--- src/rtl/regfile_wb_arbiter.sv ---
// Write-port arbiter that shares the register file's single write port among NUM_SRC writeback sources.
// Define REGFILE_ARB_STARVE_EN to compile in starvation counters and promotion; otherwise selection is pure fixed priority.
module regfile_wb_arbiter #(
    parameter int NUM_SRC      = 3,
    parameter int DATA_WIDTH   = 32,
    parameter int ADDR_WIDTH   = 5,
    parameter int STARVE_LIMIT = 4
) (
    input  logic                             clock,
    input  logic                             reset_n,
    input  logic [NUM_SRC-1:0]               src_valid,
    input  logic [NUM_SRC*ADDR_WIDTH-1:0]    src_reg,
    input  logic [NUM_SRC*DATA_WIDTH-1:0]    src_data,
    output logic [NUM_SRC-1:0]               src_ready,
    output logic [ADDR_WIDTH-1:0]            writeRegister,
    output logic [DATA_WIDTH-1:0]            writeData,
    output logic                             RegWrite,
    output logic [2:0]                       grant_id
);

    logic [NUM_SRC-1:0]    starved;
    logic [NUM_SRC-1:0]    grant;
    logic                  anyGrant;
    logic [2:0]            grantIdx;
    logic [ADDR_WIDTH-1:0] selReg;
    logic [DATA_WIDTH-1:0] selData;

    logic [ADDR_WIDTH-1:0] writeRegister_q, writeRegister_d;
    logic [DATA_WIDTH-1:0] writeData_q, writeData_d;
    logic                  regWrite_q, regWrite_d;
    logic [2:0]            grantId_q, grantId_d;

`ifdef REGFILE_ARB_STARVE_EN
    logic [3:0] starveCnt_q [NUM_SRC];
    logic [3:0] starveCnt_d [NUM_SRC];

    always_comb begin
        for (int i = 0; i < NUM_SRC; i++) begin
            starved[i] = (starveCnt_q[i] == 4'(STARVE_LIMIT));
        end
    end

    // Counters saturate at the limit and restart whenever the source is idle or served.
    always_comb begin
        for (int i = 0; i < NUM_SRC; i++) begin
            if (!src_valid[i] || grant[i]) begin
                starveCnt_d[i] = '0;
            end else if (starved[i]) begin
                starveCnt_d[i] = starveCnt_q[i];
            end else begin
                starveCnt_d[i] = starveCnt_q[i] + 4'd1;
            end
        end
    end

    always_ff @(posedge clock or negedge reset_n) begin
        if (!reset_n) begin
            for (int i = 0; i < NUM_SRC; i++) begin
                starveCnt_q[i] <= '0;
            end
        end else begin
            for (int i = 0; i < NUM_SRC; i++) begin
                starveCnt_q[i] <= starveCnt_d[i];
            end
        end
    end
`else
    // STARVE_LIMIT has no role in the fixed-priority build.
    logic unusedStarveLimit;
    assign unusedStarveLimit = ^4'(STARVE_LIMIT);
    assign starved           = '0;
`endif

    always_comb begin
        grant    = '0;
        grantIdx = '0;
        anyGrant = 1'b0;
        for (int i = 0; i < NUM_SRC; i++) begin
            if (!anyGrant && src_valid[i] && starved[i]) begin
                grant[i] = 1'b1;
                grantIdx = 3'(i);
                anyGrant = 1'b1;
            end
        end
        for (int i = 0; i < NUM_SRC; i++) begin
            if (!anyGrant && src_valid[i]) begin
                grant[i] = 1'b1;
                grantIdx = 3'(i);
                anyGrant = 1'b1;
            end
        end
    end

    assign src_ready = reset_n ? grant : '0;

    always_comb begin
        selReg  = '0;
        selData = '0;
        for (int i = 0; i < NUM_SRC; i++) begin
            if (grant[i]) begin
                selReg  = src_reg[i*ADDR_WIDTH +: ADDR_WIDTH];
                selData = src_data[i*DATA_WIDTH +: DATA_WIDTH];
            end
        end
    end

    // A $zero destination still consumes the slot but must not produce a write pulse.
    always_comb begin
        writeRegister_d = writeRegister_q;
        writeData_d     = writeData_q;
        grantId_d       = grantId_q;
        regWrite_d      = 1'b0;
        if (anyGrant) begin
            writeRegister_d = selReg;
            writeData_d     = selData;
            grantId_d       = grantIdx;
            regWrite_d      = (selReg != '0);
        end
    end

    always_ff @(posedge clock or negedge reset_n) begin
        if (!reset_n) begin
            writeRegister_q <= '0;
            writeData_q     <= '0;
            regWrite_q      <= 1'b0;
            grantId_q       <= '0;
        end else begin
            writeRegister_q <= writeRegister_d;
            writeData_q     <= writeData_d;
            regWrite_q      <= regWrite_d;
            grantId_q       <= grantId_d;
        end
    end

    assign writeRegister = writeRegister_q;
    assign writeData     = writeData_q;
    assign RegWrite      = regWrite_q;
    assign grant_id      = grantId_q;

endmodule

--- config.mk ---
export PLATFORM = sky130hd
export DESIGN_NAME = regfile_wb_arbiter
export DESIGN_NICKNAME = d
export VERILOG_FILES = /design/src/rtl/regfile_wb_arbiter.sv
export SDC_FILE = /design/constraint.sdc
export NUM_CORES = 1
export LEC_CHECK = 0
export CAP_MARGIN = 40
export CORE_AREA = 2 2 81 83
export CTS_BUF_LIST = sky130_fd_sc_hd__clkbuf_4
export DETAILED_ROUTE_END_ITERATION = 7
export DIE_AREA = 0 0 83 85
export GPL_TIMING_DRIVEN = 0
export PLACE_DENSITY = 0.8
export SLEW_MARGIN = 5
export SYNTH_ARGS = -nofsm -noshare
export SYNTH_HDL_FRONTEND = slang
export SYNTH_SLANG_ARGS = --single-unit
--- constraint.sdc ---
create_clock -name clock -period 0.9 [get_ports clock]
set_input_delay 0.135 -clock clock [delete_from_list [all_inputs] [get_ports clock]]
set_output_delay 0.135 -clock clock [all_outputs]
set_load 0.005 [all_outputs]
* Word-level counts from Yosys, hierarchy flattened
Index checks and enable logic that the tools add are counted.
** Word-level totals
- Output and inout bits :: 44
- Register bits :: 41
- Bits of input ports :: 116
- Word-level logic and storage cells :: 24
** Operators by class
- Multiplexer cells :: 15
- Reduce and logical (&&, ||, !) cells :: 5
** Operators by type and width (count)
- two-way mux 32 bit :: 3
- two-way mux 5 bit :: 3
- two-way mux 1 bit :: 7
- nonzero test 5 bit :: 1
- two-way mux 3 bit :: 1
- logical AND 1 bit :: 2
- zero test 1 bit :: 2
- two-way mux 2 bit :: 1

* Logic depth before layout (Yosys ltp)
- Depth after elaboration :: 10
- Mapped depth :: 6
- Gate-level depth less buffers :: 4

* Worst setup path after synthesis
Ideal clock, no wire load.
- Kind :: input port to flip-flop
- Start :: input src_valid[1]
- End :: register regWrite_q (netlist: RegWrite)
- Setup time :: 0.128 ns
- Stages :: 6
- Required time :: 0.772 ns
- Data arrival time :: 0.864 ns
- Slack :: -0.092 ns
- Path buffers :: 2
- Path through :: buf_6 buf_8 a21oi_4 a2bb2oi_2 nor4_1 nand2_1
** Between the ends
- Cells in the longest elaborated chain, start to end :: 8
** RTL lines
- start, declared :: RTL line 11 : input logic [NUM_SRC-1:0] src_valid,
- logical AND 1 bit * :: RTL line 86 : if (!anyGrant && src_valid[i]) begin
- two-way mux 1 bit :: RTL line 86
- zero test 1 bit :: RTL line 86
- logical AND 1 bit :: RTL line 86
- two-way mux 1 bit :: RTL line 86
- two-way mux 5 bit :: RTL line 100 : if (grant[i]) begin
- nonzero test 5 bit :: RTL line 117 : regWrite_d = (selReg != '0);
- two-way mux 1 bit * :: RTL line 113 : if (anyGrant) begin
- named net regWrite_d :: RTL line 30 : logic regWrite_q, regWrite_d;
- end signal, assigned :: RTL line 130 : regWrite_q <= regWrite_d;
- end, declared :: RTL line 30
Mark *: on every way through the listed nets, which the timed path passes. The rest lies on a longest branch.
A chain may end at the register's enable or synchronous reset.

* Final worst setup path
- Start :: register writeData_q[24] (netlist: writeData[24])
- End :: output writeData[24]
** RTL lines
- start, declared :: RTL line 29 : logic [DATA_WIDTH-1:0] writeData_q, writeData_d;
- start signal, assigned :: RTL line 129 : writeData_q <= writeData_d;
- end, declared :: RTL line 16 : output logic [DATA_WIDTH-1:0] writeData,
No word-level cell between the ends.

==> results_dict.tcl <==
set metrics [dict create \
    ys_types 28 \
    gr-total-overflow 0 \
    initial_utilization_pct 32.81 \
    crit_buf_inv 1 \
    remaining_drc_errors 0 \
    netlist_instances 207 \
    fp.dieArea_um2 7055 \
    antenna_violations_before_repair 0 \
    clock_latency_ns 0.34 \
    crit-reg2reg-capture "writeData[23]$_DFFE_PN0P_" \
    grt_start_max_net_pins 14 \
    ctsHtreeMaxLevel 2 \
    grt_setup_unrepaired "yes" \
    r2r.worst_path.cells 2 \
    seq_area_frac_synth_pct 49.17 \
    final_cell_area_um2 4131 \
    synth.yosys.warnings 0 \
    skew_ns 0 \
    cts.path.max_buffers 2 \
    run_status "complete, but fails checks" \
    worst_setup_path_endpoint "writeData[24]" \
    die_height_um 85 \
    netlist.area_leader.share_pct 49.17 \
    synth_edf_count 0 \
    worst-path-stages 1 \
    share_of_final_layout_standard_cells_stronger_than_drive_strength_1_pct 30.99 \
    totalPowerFinal_mw 4.881 \
    via_count_of_the_first_global_routing_pass 2616 \
    failed_checks "setup timing" \
    port_buffers 156 \
    route.vias.total 2529 \
    maxSlewViolCount 0 \
    register_area_um2 1001 \
    critPathCaptureType "output pin" \
    cellInternalPower_mw 3.598 \
    crit_path_max_incr_delay_ns 0.41 \
    hold_viol 0 \
    synth_async_sr_flop_share_pct 100.0 \
    timing_worst_setup_path_type "reg2out" \
    detailedPlacementHpwl_mm 5.890 \
    worst-path-max-fanout 2 \
    crit_path_cell_trace "buf_2" \
    timing.final.crit_share_pct 114.8 \
    final_layout_worst_hold_slack_ns 0.05750 \
    classification_of_the_worst_slack_hold_path "in2reg" \
    power.combinational.fraction_pct 33.7 \
    post_drt_via_cell_ratio 5.161 \
    ir_drop_v 0.0007434 \
    netlist_area_um2 2036 \
    diodes 0 \
    drt-initial-drc-count 75 \
    io-pin-count 160 \
    fin_nets 528 \
    placedInstanceArea_um2 3752 \
    drt-wirelength-per-cell_um 16.83 \
    power.share.clock_pct 24.4 \
    clk_root_buffer_cell "clkbuf_4" \
    setup_ws_ns -0.1329 \
    cp-startpoint "writeData[24]$_DFFE_PN0P_" \
    die_width_um 83 \
    cp-start-kind "register" \
    synth.avg_cell_area_um2 9.834 \
    syn-num-nets 323 \
    p_sw_mw 1.283 \
    clk_pin_slew_worst_paths_ns 0.13 \
    slowest_stage "dfrtp_1" \
    final_cell_mix "clkdlybuf4s50_1, buf_2, dfrtp_1" \
    multi_input_gate_area_in_the_final_layout_um2 945.9 \
    static-leakage-power_nw 1.787 \
    finalCriticalPeriod_ns 1.033 \
    total_global_route_track_usage_pct 22.90 \
    r2r-start "writeData[23]$_DFFE_PN0P_" \
    core_um2 6205 \
    crit_family "flip-flops" \
    synth.top_cells.by_area "dfrtp_1, o22ai_1, a21oi_1" \
    num-fill-cells 509 \
    maxClockFrequency_mhz 968.2 \
    drtPass1Iterations 4 \
    maxCapViolCount 0 \
    clock_sinks 40 \
    cts_tree "built" \
    pwr-share-seq_pct 41.9 \
    postLayoutCoreUtil_pct 66.59 \
    dp_slack_ns -0.9064 \
    area_growth_pct 103.0 \
    final_common_cell "clkdlybuf4s50_1" \
    fp-row-count 29 \
    register_bit_count_reported_by_yosys 40 \
    sw_frac_of_total_pct 26.28 \
    finalSetupViolations 50 \
    critical_path_data_required_time_ns 0.76 \
    routed_wirelength_mm 8.246 \
    gp_congestion 0.7734 \
    cellPowerDensity_nw_per_um2 1181 \
    reg2reg_setup_slack_ns -0.08 \
    netlist.top_cell.by_area "dfrtp_1" \
    grt_pass1_wl_mm 12.94 \
    ys_dominant_reg_cell "dfrtp_1" \
    cts_inserted_buffers 5 \
    cp.arrival_ns 0.90 \
    route.antenna.remaining_nets 0 \
]
==> cell type report <==
cell class,instances,share of cell area [%]
timing repair buffer,198,43.00
clock buffer,5,0.9085
clock inverter,3,1.030
buffer,22,5.239
inverter,2,0.3634
sequential,40,24.23
multi-input combinational,143,22.90
tap,77,2.332
==> timing repair <==
action	in CTS	in global routing
pin swaps	2	5
endpoints found under the setup margin	82	53
resized for setup	198	12
hold endpoints to repair	40	0
hold buffers	4	0
buffers inserted	19	17
cloned	2	0
==> state kept, by name, indices dropped and copies added, names as in the netlist <==
register and flops:
writeRegister 5, RegWrite 1, grant_id 2, writeData 32
==> worst min-delay path by stage <==
stage | from | endpoint | slack, ns | depth (start not counted)
floorplan | reset_n | RegWrite$_DFF_PN0_ | -0.16 | 0
detailed placement | reset_n | writeData[23]$_DFFE_PN0P_ | 0.12 | 1
finish | src_valid[1] | grant_id[1]$_DFFE_PN0P_ | 0.06 | 3
global route | src_valid[1] | grant_id[1]$_DFFE_PN0P_ | 0.05 | 3
CTS | src_valid[1] | grant_id[1]$_DFFE_PN0P_ | 0.05 | 3
global placement | src_valid[1] | grant_id[1]$_DFFE_PN0P_ | 0.42 | 3
==> synthesized netlist by cell type, drive strengths merged, types with 2 or more instances <==
library cell,count
dfrtp,40
o22ai,40
a21oi,38
buf,20
nand2,17
a221o,12
nand3,12
a21o,4
a2bb2oi,4
nand3b,4
and3,2
clkbuf,2
inv,2
o21ai,2
==> kinds of logic (layout without fill, tap and decap cells) <==
kind of cell / count (synthesis) / after routing / synth area share, %
buf+inv: 24 / 230 / 7.621
compound gates: 101 / 101 / 32.64
flops: 40 / 40 / 49.17
simple gates: 41 / 41 / 10.39
other cells: 1 / 1 / 0.1842
==> layer usage <==
layer	track usage (%)	vias to the layer above	share of wire (%)
met5	0	-	0
met4	6.408	0	1.9
met3	6.031	14	5.7
met2	41.86	111	53
met1	26.50	1199	40
li1	-	1205	-
==> stage by stage <==
step	std cells	TNS [ns]
after CTS	474	-4.993
after global routing	490	-7.278
after global placement	440	-85.89
after floorplan	207	-0.8816
after detailed placement	441	-28.94
final	490	-4.511
==> power by group through the flow <==
| stage | Clock [mW] | Combinational [mW] | Sequential [mW] |
|---|---|---|---|
| final | 1.19 | 1.65 | 2.04 |
| after floorplan | 0 | 0.460 | 2.10 |
| after CTS | 1.23 | 1.54 | 2.04 |
| after global routing | 1.32 | 1.77 | 2.07 |
| after detailed placement | 0 | 1.49 | 2.09 |
| after global placement | 0 | 1.45 | 2.08 |
Power figures use the tool's default switching activity.
